===== config.mk =====
export PLATFORM = sky130hd
export DESIGN_NAME = fp_add_sequencer
export DESIGN_NICKNAME = d
export VERILOG_FILES = /design/src/rtl/fp_add_sequencer.sv
export SDC_FILE = /design/constraint.sdc
export NUM_CORES = 1
export LEC_CHECK = 0
export BUFFER_PORTS_ARGS = -buffer_cell sky130_fd_sc_hd__buf_2
export CAP_MARGIN = 30
export CELL_PAD_IN_SITES_DETAIL_PLACEMENT = 1
export CELL_PAD_IN_SITES_GLOBAL_PLACEMENT = 1
export CORE_UTILIZATION = 51
export DETAILED_ROUTE_END_ITERATION = 8
export HOLD_SLACK_MARGIN = 0.08
export PLACE_DENSITY = 0.92
export SLEW_MARGIN = 20
export SYNTH_ARGS = -nofsm -noshare
export SYNTH_HDL_FRONTEND = slang
export SYNTH_SLANG_ARGS = --single-unit

===== constraint.sdc =====
create_clock -name clk -period 5.4 [get_ports clk]
set_clock_uncertainty 0.05 [all_clocks]
set_input_delay 0.27 -clock clk [delete_from_list [all_inputs] [get_ports clk]]
set_output_delay 0.27 -clock clk [all_outputs]
set_load 0.1 [all_outputs]

===== src/rtl/fp_add_sequencer.sv =====
// Operand FIFO and registered result stage around an external combinational FP adder.
// Define FP_ADD_SEQ_STICKY_FLAGS_EN to add the sticky exception flags with flags_clr.
module fp_add_sequencer #(
    parameter int DEPTH = 4,
    parameter int CNT_W = 16
) (
    input  logic             clk,
    input  logic             rst_n,
    input  logic             in_valid,
    output logic             in_ready,
    input  logic [31:0]      in_a,
    input  logic [31:0]      in_b,
    input  logic             in_add_sub_not,
    output logic [31:0]      fa_a,
    output logic [31:0]      fa_b,
    output logic             fa_add_sub_not,
    input  logic [31:0]      fa_result,
    input  logic             fa_underflow,
    input  logic             fa_overflow,
    input  logic             fa_inexact,
    output logic             out_valid,
    input  logic             out_ready,
    output logic [31:0]      out_result,
    output logic             out_underflow,
    output logic             out_overflow,
    output logic             out_inexact,
`ifdef FP_ADD_SEQ_STICKY_FLAGS_EN
    input  logic             flags_clr,
    output logic             sticky_underflow,
    output logic             sticky_overflow,
    output logic             sticky_inexact,
`endif
    output logic             busy,
    output logic [CNT_W-1:0] op_count
);

    localparam int DATA_W = 32;
    localparam int PTR_W  = (DEPTH > 1) ? $clog2(DEPTH) : 1;
    localparam logic [PTR_W:0] DEPTH_C = (PTR_W + 1)'(DEPTH);

    typedef enum logic {
        OUT_EMPTY = 1'b0,
        OUT_FULL  = 1'b1
    } out_state_t;

    logic [DATA_W-1:0] a_mem  [DEPTH];
    logic [DATA_W-1:0] b_mem  [DEPTH];
    logic              op_mem [DEPTH];

    logic [PTR_W-1:0]  wr_ptr;
    logic [PTR_W-1:0]  rd_ptr;
    logic [PTR_W:0]    count;

    logic              push;
    logic              pop;
    logic              deliver;
    logic              fifo_nonempty;

    out_state_t        state_q;
    out_state_t        state_d;

    logic              vld_p1;
    logic [DATA_W-1:0] result_p1;
    logic              underflow_p1;
    logic              overflow_p1;
    logic              inexact_p1;
    logic [CNT_W-1:0]  op_count_q;

    assign fifo_nonempty = (count != '0);
    assign in_ready      = (count < DEPTH_C);
    assign push          = in_valid & in_ready;
    assign pop           = fifo_nonempty & ((state_q == OUT_EMPTY) | out_ready);
    assign vld_p1        = (state_q == OUT_FULL);
    assign deliver       = vld_p1 & out_ready;

    // ---- stage p0: operand FIFO ----
    always_ff @(posedge clk) begin
        if (push) begin
            a_mem[wr_ptr]  <= in_a;
            b_mem[wr_ptr]  <= in_b;
            op_mem[wr_ptr] <= in_add_sub_not;
        end
    end

    always_ff @(posedge clk or negedge rst_n) begin
        if (!rst_n) begin
            wr_ptr <= '0;
            rd_ptr <= '0;
            count  <= '0;
        end else begin
            if (push) begin
                wr_ptr <= wr_ptr + PTR_W'(1);
            end
            if (pop) begin
                rd_ptr <= rd_ptr + PTR_W'(1);
            end
            unique case ({push, pop})
                2'b10:   count <= count + (PTR_W + 1)'(1);
                2'b01:   count <= count - (PTR_W + 1)'(1);
                default: count <= count;
            endcase
        end
    end

    // An empty FIFO presents 0 + 0 so the adder outputs settle to a known value.
    always_comb begin
        fa_a           = '0;
        fa_b           = '0;
        fa_add_sub_not = 1'b1;
        if (fifo_nonempty) begin
            fa_a           = a_mem[rd_ptr];
            fa_b           = b_mem[rd_ptr];
            fa_add_sub_not = op_mem[rd_ptr];
        end
    end

    // ---- stage p1: result register ----
    always_ff @(posedge clk or negedge rst_n) begin
        if (!rst_n) begin
            state_q <= OUT_EMPTY;
        end else begin
            state_q <= state_d;
        end
    end

    always_comb begin
        state_d = state_q;
        unique case (state_q)
            OUT_EMPTY: begin
                if (pop) begin
                    state_d = OUT_FULL;
                end
            end
            OUT_FULL: begin
                if (out_ready && !pop) begin
                    state_d = OUT_EMPTY;
                end
            end
            default: state_d = OUT_EMPTY;
        endcase
    end

    always_ff @(posedge clk or negedge rst_n) begin
        if (!rst_n) begin
            result_p1    <= '0;
            underflow_p1 <= 1'b0;
            overflow_p1  <= 1'b0;
            inexact_p1   <= 1'b0;
        end else if (pop) begin
            result_p1    <= fa_result;
            underflow_p1 <= fa_underflow;
            overflow_p1  <= fa_overflow;
            inexact_p1   <= fa_inexact;
        end
    end

    always_ff @(posedge clk or negedge rst_n) begin
        if (!rst_n) begin
            op_count_q <= '0;
        end else if (deliver) begin
            op_count_q <= op_count_q + CNT_W'(1);
        end
    end

`ifdef FP_ADD_SEQ_STICKY_FLAGS_EN
    logic sticky_uf_q;
    logic sticky_ov_q;
    logic sticky_nx_q;

    // A delivery in the same cycle as a clear still records its flags.
    always_ff @(posedge clk or negedge rst_n) begin
        if (!rst_n) begin
            sticky_uf_q <= 1'b0;
            sticky_ov_q <= 1'b0;
            sticky_nx_q <= 1'b0;
        end else begin
            sticky_uf_q <= (sticky_uf_q & ~flags_clr) | (deliver & underflow_p1);
            sticky_ov_q <= (sticky_ov_q & ~flags_clr) | (deliver & overflow_p1);
            sticky_nx_q <= (sticky_nx_q & ~flags_clr) | (deliver & inexact_p1);
        end
    end

    assign sticky_underflow = sticky_uf_q;
    assign sticky_overflow  = sticky_ov_q;
    assign sticky_inexact   = sticky_nx_q;
`endif

    assign out_valid     = vld_p1;
    assign out_result    = result_p1;
    assign out_underflow = underflow_p1;
    assign out_overflow  = overflow_p1;
    assign out_inexact   = inexact_p1;
    assign busy          = fifo_nonempty | vld_p1;
    assign op_count      = op_count_q;

endmodule


* Yosys cells after proc, flatten, opt, wreduce, memory -nomap -nowiden
Memories as Yosys holds them, arrays and structs flattened.
Cells that the tools add are included.
** Storage, ports and cells
- Register bits after elaboration :: 59
- Bits in writable memories :: 260
- Output and inout port bits :: 119
- Logic and storage cells :: 39
- Memories kept :: 3
** Operators by class
- Add/sub/neg operators :: 5
- Order comparisons :: 1
- Eq/ne operators :: 2
- Multiplexer cells :: 9
- Bitwise logic cells :: 6
- Reductions and logical operators :: 4
** Memory list
- a_mem :: words 4, bits a word 32, read ports 1, clocked after Yosys merged registers in 0, wr ports 1, RTL line 46 : logic [DATA_W-1:0] a_mem [DEPTH];
- b_mem :: words 4, bits a word 32, read ports 1, clocked after Yosys merged registers in 0, wr ports 1, RTL line 47 : logic [DATA_W-1:0] b_mem [DEPTH];
- op_mem :: words 4, bits a word 1, read ports 1, clocked after Yosys merged registers in 0, wr ports 1, RTL line 48 : logic op_mem [DEPTH];
** Operator list (count)
- 2-to-1 mux 32 bit :: 2
- adder 16 x 1 -> 16 bit (second input constant) :: 1
- case mux 3 bit (2 select lines) :: 1
- 2-to-1 mux 1 bit :: 5
- adder 2 x 1 -> 2 bit (second input constant) :: 2
- adder 3 x 1 -> 3 bit (second input constant) :: 1
- AND 1 bit :: 3
- < comparator 3 bit (second input constant) :: 1
- nonzero test 3 bit :: 1
- subtractor 3 x 1 -> 3 bit (second input constant) :: 1
- equality test 2 x 1 -> 1 bit (second input constant) :: 1
- equality test 2 bit (second input constant) :: 1
- OR 1 bit :: 2
- case mux 1 bit (2 select lines) :: 1
- nonzero test 2 bit :: 1
- logical AND 1 bit :: 1
- zero test 1 bit :: 1
- NOT 1 bit :: 1

* Logic depth before layout (Yosys ltp)
Gate-level depths: netlist (run 1).
- Depth in word-level cells :: 7
- Mapped depth :: 10
- Mapped depth without buffers :: 8

* Worst setup path before layout (run 1)
Ideal clock, no wire load.
- Kind :: register to output
- Start :: register rd_ptr[1]
- End :: output fa_a[13]
- Arrival :: 2.475 ns
- Required time :: 5.080 ns
- Path slack :: 2.605 ns
- Stages on the path, launching flop included :: 5
- Path buffers :: 2
- Path through :: dfrtp_1 > buf_2 > buf_1 > mux4_2 > nor2b_1
** Between the ends
- Longest elaborated chain between the ends :: 2
** RTL lines
- start: declaration :: RTL line 51 : logic [PTR_W-1:0] rd_ptr;
- start signal: assignment :: RTL line 95 : rd_ptr <= rd_ptr + PTR_W'(1);
- memory (4 x 32 bit)
- 2-to-1 mux 32 bit :: RTL line 110 : if (fifo_nonempty) begin
- end: declaration :: RTL line 14 : output logic [31:0] fa_a,
Every way passes these cells.

* Final worst setup path (run 1)
- Start :: register rd_ptr[0]
- End :: output fa_b[8]
** Between the ends
- Longest elaborated chain between the ends :: 2
** RTL lines
- memory (4 x 32 bit)
- 2-to-1 mux 32 bit :: RTL line 110
- end: declaration :: RTL line 15 : output logic [31:0] fa_b,
Every way passes these cells.

==> key figures, run 1 <==
Clocking
  • Clock buffer depth: 3
  • Post-CTS setup buffers: 0
  • Clock transition at path regs: 0.05 ns
  • CTS sink count: 319
  • Clock latency on the worst-skew pair: 0.51 ns
  • H-tree lvl count: 2
  • TritonCTS buffer count: 35
  • Post_cts resized: 0
  • Hold_buf cts: 102
  • Root Buffer: clkbuf_16
  • CTS tree: done

Outcome
  • Status: finished clean

Critical path
  • Crit Path Class: reg -> out
  • Arr. time, crit path: 3.04 ns
  • Slowest cell on the critical path: dfrtp_4
  • Crit path launch type: flop
  • CP peak stage delay: 0.93 ns
  • Worst EP required: 5.08 ns
  • Maximum fanout along the worst path: 37
  • Setup crit end kind: primary output
  • Cells along the critical path: buf_4 -> mux4_2 -> nor2b_1 -> buf_2

Logic synthesis
  • Ranking of synthesized cells by area: edfxtp_1, dfrtp_1, mux4_2
  • Register area share after synthesis: 0.756
  • Synthesis-stage register bit count: 319
  • Post-synth ARST share: 0.185
  • Post-synth EDFFs: 260
  • Synth cell count leaders: edfxtp_1, mux4_2, nor2b_1
  • Cell variety after synth: 33
  • Yosys Warn Count: 0
  • Largest area contributor in the netlist: edfxtp_1
  • Ys flop type: edfxtp_1
  • Synth top area share: 0.636
  • Mapped Avg Cell Area: 20.8 um^2
  • Post-Synthesis Net Count: 703
  • Top-count cell post-synth: edfxtp_1
  • Mapped cell area: 0.0123 mm^2
  • Syn Inst Count: 592

Detailed routing
  • Via count: 6,997
  • Final wirelength: 32.7 mm
  • Final ANT Viol Nets: 0
  • Starting DRT DRC Count: 432
  • 1st-pass router iterations: 5
  • DRC Markers: 0
  • Vias per std cell: 5.46
  • Average wire per standard cell: 25.5 um

Die
  • Initial Utilization: 0.522
  • Die Ht: 157 um
  • Die area: 0.0247 mm^2
  • # rows: 56
  • Chip Width: 157 um
  • Core area: 0.0235 mm^2
  • Top Ports: 223

Global route
  • Largest net degree at the start of global routing: 68
  • GRT met1 Usage: 0.317
  • Top Usage Layer GRT: met2
  • Met3 GRT Util: 0.0589
  • Vias in the first global route: 7,801
  • Tot GR Track Use: 0.268
  • First-pass GRT wire length: 47.7 mm
  • Antenna violations before repair: 1
  • Met2 Resource Use GR: 0.481
  • GRT overflow: 0

Min path
  • Worst Hold Class: in -> reg

Timing
  • Final Max Slew Viols: 0
  • Fmax: 0.298 GHz
  • Worst Max-Slew Pin Slew: 0.865 ns
  • Fin Setup TNS: 0 ns
  • Final setup vio count: 0
  • Final Cycle Share: 0.622
  • RSZ-0062 raised after global routing: false
  • Slew margin rel.: 0.423
  • Hold Fails Final Rpt: 0
  • Final Critical Period: 3.36 ns

Flow run
  • Max Cap Violations: 0

Layout
  • Share of cells above drive strength 1: 0.412
  • Synth-to-layout area growth: 29.8%
  • Final #Nets: 1,046
  • Fill cells: 2,031

Placement
  • Placed wire-length estimate: 17.4 mm
  • Routability Congestion: 0.733
  • Port buffer count: 222
[placed cells by master, fill, tap and decap left out, types with 2 or more instances in the layout]
cell type	netlist	layout
dfrtp_4	0	2
edfxtp_1	260	260
buf_12	0	4
nor2b_1	65	65
nand2_1	9	9
dlygate4sd3_1	0	102
xnor2_1	14	14
nor2_1	6	6
clkbuf_1	11	5
nand4_1	3	3
dfrtp_1	59	57
mux4_2	65	65
clkinv_8	0	2
buf_4	3	5
buf_2	7	222
bufinv_16	0	2
nand3_1	3	3
and4_1	2	2
inv_1	11	11
o21ai_0	2	2
mux2_2	36	36
and2_4	0	4
xor2_1	7	7
ha_1	6	6
clkbuf_16	0	36
clkinv_2	0	7
clkinv_1	0	8
[metrics by stage]
stage                     setup WS (ns)  hold slack, ns  instances   util  instance area [um^2]
after floorplan                    2.60         -0.0756        592      -                 12300
after global placement             2.60           0.401       1110  0.582                 13700
after detailed placement           2.55           0.409       1113  0.585                 13800
after CTS                          2.00           0.215       1278  0.675                 15900
after global routing               1.86           0.247       1281  0.677                 15900
final                              2.04           0.221       1281  0.677                 15900
[layout make-up]
class	instances	area [um^2]	area share
diodes	1	2.50	0.000157
inverters	11	41.3	0.00259
multi-input cells	234	2830	0.177
clock buffers	42	933	0.0585
repair buffers	334	2280	0.143
well taps	319	399	0.0250
flip-flops and latches	319	9290	0.583
clock inverters	21	175	0.0110
[routing by layer]
layer | vias up | wire length [um]
li1 | 2995 | -
met1 | 3596 | 12000
met2 | 331 | 17200
met3 | 75 | 2430
met4 | 0 | 1050
met5 | - | 0
[registers in the layout (all words and copies together) (netlist names), 2 cells and up]
signal      cells
a_mem         128
b_mem         128
count           3
op_count       16
op_mem          4
out_result     32
rd_ptr          2
wr_ptr          2
[logic make-up after synthesis]
group	Yosys count	synth area share
compound gates	3	0.00122
xor+xnor	21	0.0150
fa+ha+maj	7	0.00774
buf+inv	39	0.0160
flops	319	0.756
mux	102	0.153
simple gates	101	0.0514
[worst max-delay path, delay by kind of cell (launching register included)]
kind | cells | cell delay (ns)
flops | 1 | 0.93
buf+inv | 2 | 0.80
simple gates | 1 | 0.18
mux | 1 | 0.59
[worst paths after layout]
path,slack (ns),to,depth (start not counted),startpoint
setup / recovery,2.04,fa_b[8],4,rd_ptr[0]
hold / removal,0.22,wr_ptr[0],3,in_valid
setup reg to reg,2.87,count[2],8,out_valid
hold reg to reg,0.42,op_count[15],1,op_count[15]
max in group asynchronous,4.32,rd_ptr[0],3,rst_n
min in group asynchronous,0.41,op_count[11],3,rst_n
Power of run 1 is left out: the tool's default activity adds up to more than one toggle a clock period on the data nets, which glitch-free logic cannot reach.
==> run 2: changes to the inputs <==
Settings changed: ABC_AREA set to 1, CORE_UTILIZATION 51 to 44, PLACE_DENSITY 0.92 to 0.87.
Clock period 5.4 ns to 3.5 ns, I/O delays scaled along.
==> run 2 against run 1 <==
Net effect: critical path depth increased by 1; synthesized cell count increased by 80%; final area increased by 1.8%; sequential share of layout area decreased by 1.0 points; critical path type unchanged.
==> key figures, run 2 <==
Critical path
  • Maximum fanout along the worst path: 50
  • Worst R2R Setup Slack: 1.13 ns
  • Worst EP required: 3.27 ns
  • Origin of the critical flop-to-flop path: count[0]
  • FF-to-FF End: count[2]
  • Arr. time, crit path: 2.66 ns
  • Setup crit end kind: primary output
  • Crit Path Class: reg -> out
  • Cell count of the worst reg-to-reg path: 11
  • Crit path launch type: flop

Placement
  • Routability Congestion: 0.817
  • Placed instance area: 0.0141 mm^2
  • Placed wire-length estimate: 20.0 mm
  • Port buffer count: 222
  • DP Worst Slack: 1.15 ns

Logic synthesis
  • Ys flop type: edfxtp_1
  • Mapped cell area: 0.0127 mm^2
  • Register area share after synthesis: 0.732
  • Ranking of synthesized cells by area: edfxtp_1, dfrtp_1, nor2_1
  • Syn Inst Count: 1,065
  • Cell variety after synth: 26
  • Mapped Avg Cell Area: 11.9 um^2
  • Yosys Warn Count: 0
  • Synth cell count leaders: nor2_1, edfxtp_1, nand2_1
  • Top-count cell post-synth: nor2_1
  • Post-synth EDFFs: 260
  • Synth top area share: 0.615
  • Largest area contributor in the netlist: edfxtp_1
  • Post-synth ARST share: 0.185
  • Post-Synthesis Net Count: 1,176
  • Synthesis-stage register bit count: 319

Detailed routing
  • 1st-pass router iterations: 4
  • Via count: 9,276
  • Vias per std cell: 5.18
  • Final ANT Viol Nets: 0
  • DRC Markers: 0
  • Average wire per standard cell: 19.9 um
  • Starting DRT DRC Count: 628
  • Final wirelength: 35.7 mm

Global route
  • Vias in the first global route: 10,233
  • GRT overflow: 0
  • First-pass GRT wire length: 54.5 mm
  • Tot GR Track Use: 0.243
  • Antenna violations before repair: 3
  • Largest net degree at the start of global routing: 132

Layout
  • Fill cells: 2,981
  • Util after Layout: 0.578
  • Most common cell after layout, fill and taps aside: nor2_1
  • Most frequent cells in the layout: nor2_1, edfxtp_1, buf_2
  • Share of cells above drive strength 1: 0.212
  • Synth-to-layout area growth: 27.9%
  • Final #Nets: 1,498
  • Design Area, Final: 0.0162 mm^2

Flow run
  • Max Cap Violations: 0

Timing
  • Worst Max-Slew Pin Slew: 0.864 ns
  • Fmax: 0.346 GHz
  • Final Critical Period: 2.89 ns
  • Final Cycle Share: 0.825
  • Final setup vio count: 0
  • Final WS setup: 0.611 ns
  • Hold Fails Final Rpt: 0
  • Final Max Slew Viols: 0
  • RSZ-0062 raised after global routing: false
  • Slew margin rel.: 0.424

Clocking
  • CTS sink count: 319
  • Root Buffer: clkbuf_16
  • H-tree lvl count: 2
  • Clock buffer depth: 3
  • CTS tree: done
  • Clock latency on the worst-skew pair: 0.50 ns
  • Post_cts resized: 0
  • TritonCTS buffer count: 35
  • Clock transition at path regs: 0.06 ns

Min path
  • Worst Hold Class: in -> async

Die
  • Chip Width: 172 um
  • Core area: 0.0281 mm^2
  • Top Ports: 223
  • Die area: 0.0295 mm^2
  • Initial Utilization: 0.452
  • # rows: 61
  • Die Ht: 172 um

Outcome
  • Status: finished clean
## run 2: cell type report
cell class | count | area, um^2 | area share
antenna | 3 | 7.51 | 0.000463
clock buffer | 52 | 981 | 0.0604
clock inverter | 8 | 78.8 | 0.00486
inverter | 30 | 115 | 0.00709
multi-input combinational | 660 | 2940 | 0.181
sequential | 319 | 9290 | 0.572
tap | 378 | 473 | 0.0291
timing repair buffer | 341 | 2350 | 0.145
## run 2: worst max-delay path by stage
stage | start | endpoint | slack [ns] | cells past startpoint
6_report | rd_ptr[0] | fa_b[18] | 0.61 | 5
5_1_grt | rd_ptr[0] | fa_b[18] | 0.46 | 5
4_1_cts | rd_ptr[0] | fa_b[14] | 0.60 | 5
3_5_place_dp | rd_ptr[0] | fa_b[14] | 1.15 | 5
3_3_place_gp | rd_ptr[0] | fa_b[24] | 1.25 | 5
2_1_floorplan | count[2] | a_mem[0][0] | -0.84 | 3
## run 2: cells by family (layout without fill, tap and decap cells)
| logic type | count (synthesis) | in the layout | synth area share |
|---|---|---|---|
| buf+inv | 86 | 431 | 0.0391 |
| flops | 319 | 319 | 0.732 |
| other cells | 0 | 3 | 0 |
| simple gates | 439 | 439 | 0.133 |
| compound gates | 201 | 201 | 0.0793 |
| xor+xnor | 13 | 13 | 0.00898 |
| fa+ha+maj | 7 | 7 | 0.00750 |
## run 2: critical path, stage by stage (launching register included)
cell and delay [ns]:
dfrtp_4 0.50, inv_4 0.37, buf_4 0.40, o21ai_0 0.22, a21oi_1 0.19, buf_2 0.46
## run 2: per-stage QoR
stage / setup TNS, ns / std cells / hold WS (ns)
after floorplan: -218.68 / 1065 / -0.171
after global placement: 0 / 1626 / 0.213
after detailed placement: 0 / 1626 / 0.222
after CTS: 0 / 1788 / 0.221
after global routing: 0 / 1791 / 0.257
final: 0 / 1791 / 0.209
## run 2: layer usage
metal | up-vias | global-route usage | share of wire
met5 | - | 0 | 0
met4 | 0 | 0.0673 | 0.019
met3 | 62 | 0.0633 | 0.067
met2 | 278 | 0.439 | 0.51
met1 | 4654 | 0.284 | 0.40
li1 | 4282 | - | -
## run 2: what timing repair did
| action | 4_1_cts | 5_1_grt |
|---|---|---|
| buffers inserted | 0 | 0 |
| endpoints found under the hold margin | 329 | 0 |
| hold buffers | 102 | 0 |
Power of run 2 is left out for the same reason.
==> run 3: changes to the inputs <==
Settings changed: CORE_UTILIZATION 44 to 40, PLACE_DENSITY 0.87 to 0.84.
Clock period 3.5 ns to 2.45 ns, I/O delays scaled along.
==> run 3 against run 2 <==
Net effect: final area grew 9.1%; register-to-register slack got worse by 0.71 ns; utilization shrank 0.49 points; sequential share of layout area decreased by 4.8 points; first-iteration DRC count down 1.8%; final cell count is 2.8% higher; routed wire length grew 5.0%; non-clock buffer count is 35 higher; critical path depth increased by 1; global-route usage decreased by 0.95 points; flip-flop and latch count stayed put; largest cell class unchanged.
==> key figures, run 3 (synthesized netlist as in run 2, its figures left out) <==
Outcome
  • Status: finished clean

Global route
  • First-pass GRT wire length: 58.7 mm
  • Largest net degree at the start of global routing: 66
  • Tot GR Track Use: 0.234
  • GRT overflow: 0
  • Antenna violations before repair: 1
  • Vias in the first global route: 10,667

Detailed routing
  • Final wirelength: 37.4 mm
  • Vias per std cell: 5.17
  • Final ANT Viol Nets: 0
  • Via count: 9,521
  • Average wire per standard cell: 20.3 um
  • Starting DRT DRC Count: 617
  • DRC Markers: 0
  • 1st-pass router iterations: 4

Layout
  • Multi-input gate area: 0.00306 mm^2
  • Synth-to-layout area growth: 39.6%
  • Storage cell area: 0.00929 mm^2
  • Design Area, Final: 0.0177 mm^2
  • Fill cells: 3,089
  • Util after Layout: 0.573
  • Final #Nets: 1,532
  • Most common cell after layout, fill and taps aside: nor2_1
  • Most frequent cells in the layout: nor2_1, edfxtp_1, buf_2
  • Share of cells above drive strength 1: 0.254

Die
  • Top Ports: 223
  • # rows: 64
  • Die Ht: 180 um
  • Initial Utilization: 0.410
  • Die area: 0.0324 mm^2
  • Core area: 0.0309 mm^2
  • Chip Width: 180 um

Clocking
  • Root Buffer: clkbuf_16
  • Clock transition at path regs: 0.06 ns
  • Clock buffer depth: 3
  • CTS sink count: 319
  • TritonCTS buffer count: 34
  • CTS tree: done
  • H-tree lvl count: 2
  • Clock latency on the worst-skew pair: 0.50 ns

Critical path
  • Crit Path Class: reg -> out
  • Maximum fanout along the worst path: 62
  • Arr. time, crit path: 2.23 ns
  • Cell count of the worst reg-to-reg path: 10
  • Crit path launch type: flop
  • Setup crit end kind: primary output
  • Worst EP required: 2.28 ns

Placement
  • Routability Congestion: 0.791
  • Placed instance area: 0.0155 mm^2
  • Placed wire-length estimate: 22.0 mm
  • Port buffer count: 222

Timing
  • Fin Setup TNS: 0 ns
  • RSZ-0062 raised after global routing: true
  • Final Critical Period: 2.40 ns
  • Slew margin rel.: 0.543
  • Final Max Slew Viols: 0
  • Worst Max-Slew Pin Slew: 0.683 ns
  • Fmax: 0.417 GHz
  • Final Cycle Share: 0.979
  • Hold Fails Final Rpt: 0
  • Final setup vio count: 0

Min path
  • Worst Hold Class: in -> async

Flow run
  • Max Cap Violations: 0
## run 3: cell count changes in the layout (fill, tap and decap cells not counted), moves of 2 or more
cell	previous run	this run
a21oi_1	68	36
a21oi_2	0	32
buf_12	7	75
buf_16	0	2
buf_2	222	157
buf_4	10	39
clkbuf_1	14	8
clkbuf_8	2	0
clkinv_1	3	8
clkinv_2	1	4
diode_2	3	1
o21ai_0	78	73
o21ai_1	55	60
## run 3: path summary, 6_finish.rpt
| path | from | endpoint | slack, ns |
|---|---|---|---|
| max | rd_ptr[0] | fa_a[0] | 0.05 |
| min | rst_n | out_result[22] | 0.14 |
| max reg2reg | count[0] | count[2] | 0.42 |
| min reg2reg | count[0] | count[0] | 0.43 |
| max in group asynchronous | rst_n | out_result[4] | 1.60 |
| min in group clk | fa_result[17] | out_result[17] | 0.30 |
## run 3: metrics by stage
stage               std cells  hold slack [ns]  worst slack, ns
floorplan                1065           -0.223           -0.184
global placement         1676            0.132            0.416
detailed placement       1676            0.126            0.360
CTS                      1838            0.125          -0.0210
global route             1841            0.173          -0.0340
finish                   1841            0.137           0.0508
## run 3: per-layer routing
metal	routed length, um	up-vias	track usage
li1	-	4354	-
met1	14300	4758	0.261
met2	20000	331	0.440
met3	2000	78	0.0451
met4	1210	0	0.0862
met5	0	-	0
## run 3: cell type report
cell class / count / area share
sequential: 319 / 0.525
timing repair buffer: 376 / 0.207
multi-input combinational: 660 / 0.173
clock buffer: 45 / 0.0540
tap: 396 / 0.0280
inverter: 30 / 0.00721
clock inverter: 14 / 0.00622
antenna: 1 / 0.000141
## run 3: critical path, stage by stage, from the launching register on
cell	delay (ns)
dfrtp_4	0.57
buf_16	0.29
nor2_1	0.09
nor2_1	0.14
o21ai_0	0.13
a21oi_1	0.26
buf_12	0.21
## run 3: timing repair
action                                 4_1_cts  5_1_grt
hold buffers                               103        0
pin swaps                                    0        6
gates resized for setup                      6       26
setup endpoints to repair                   56       43
endpoints found under the hold margin      366        0
buffers inserted                             0        2
Power of run 3 is left out for the same reason.
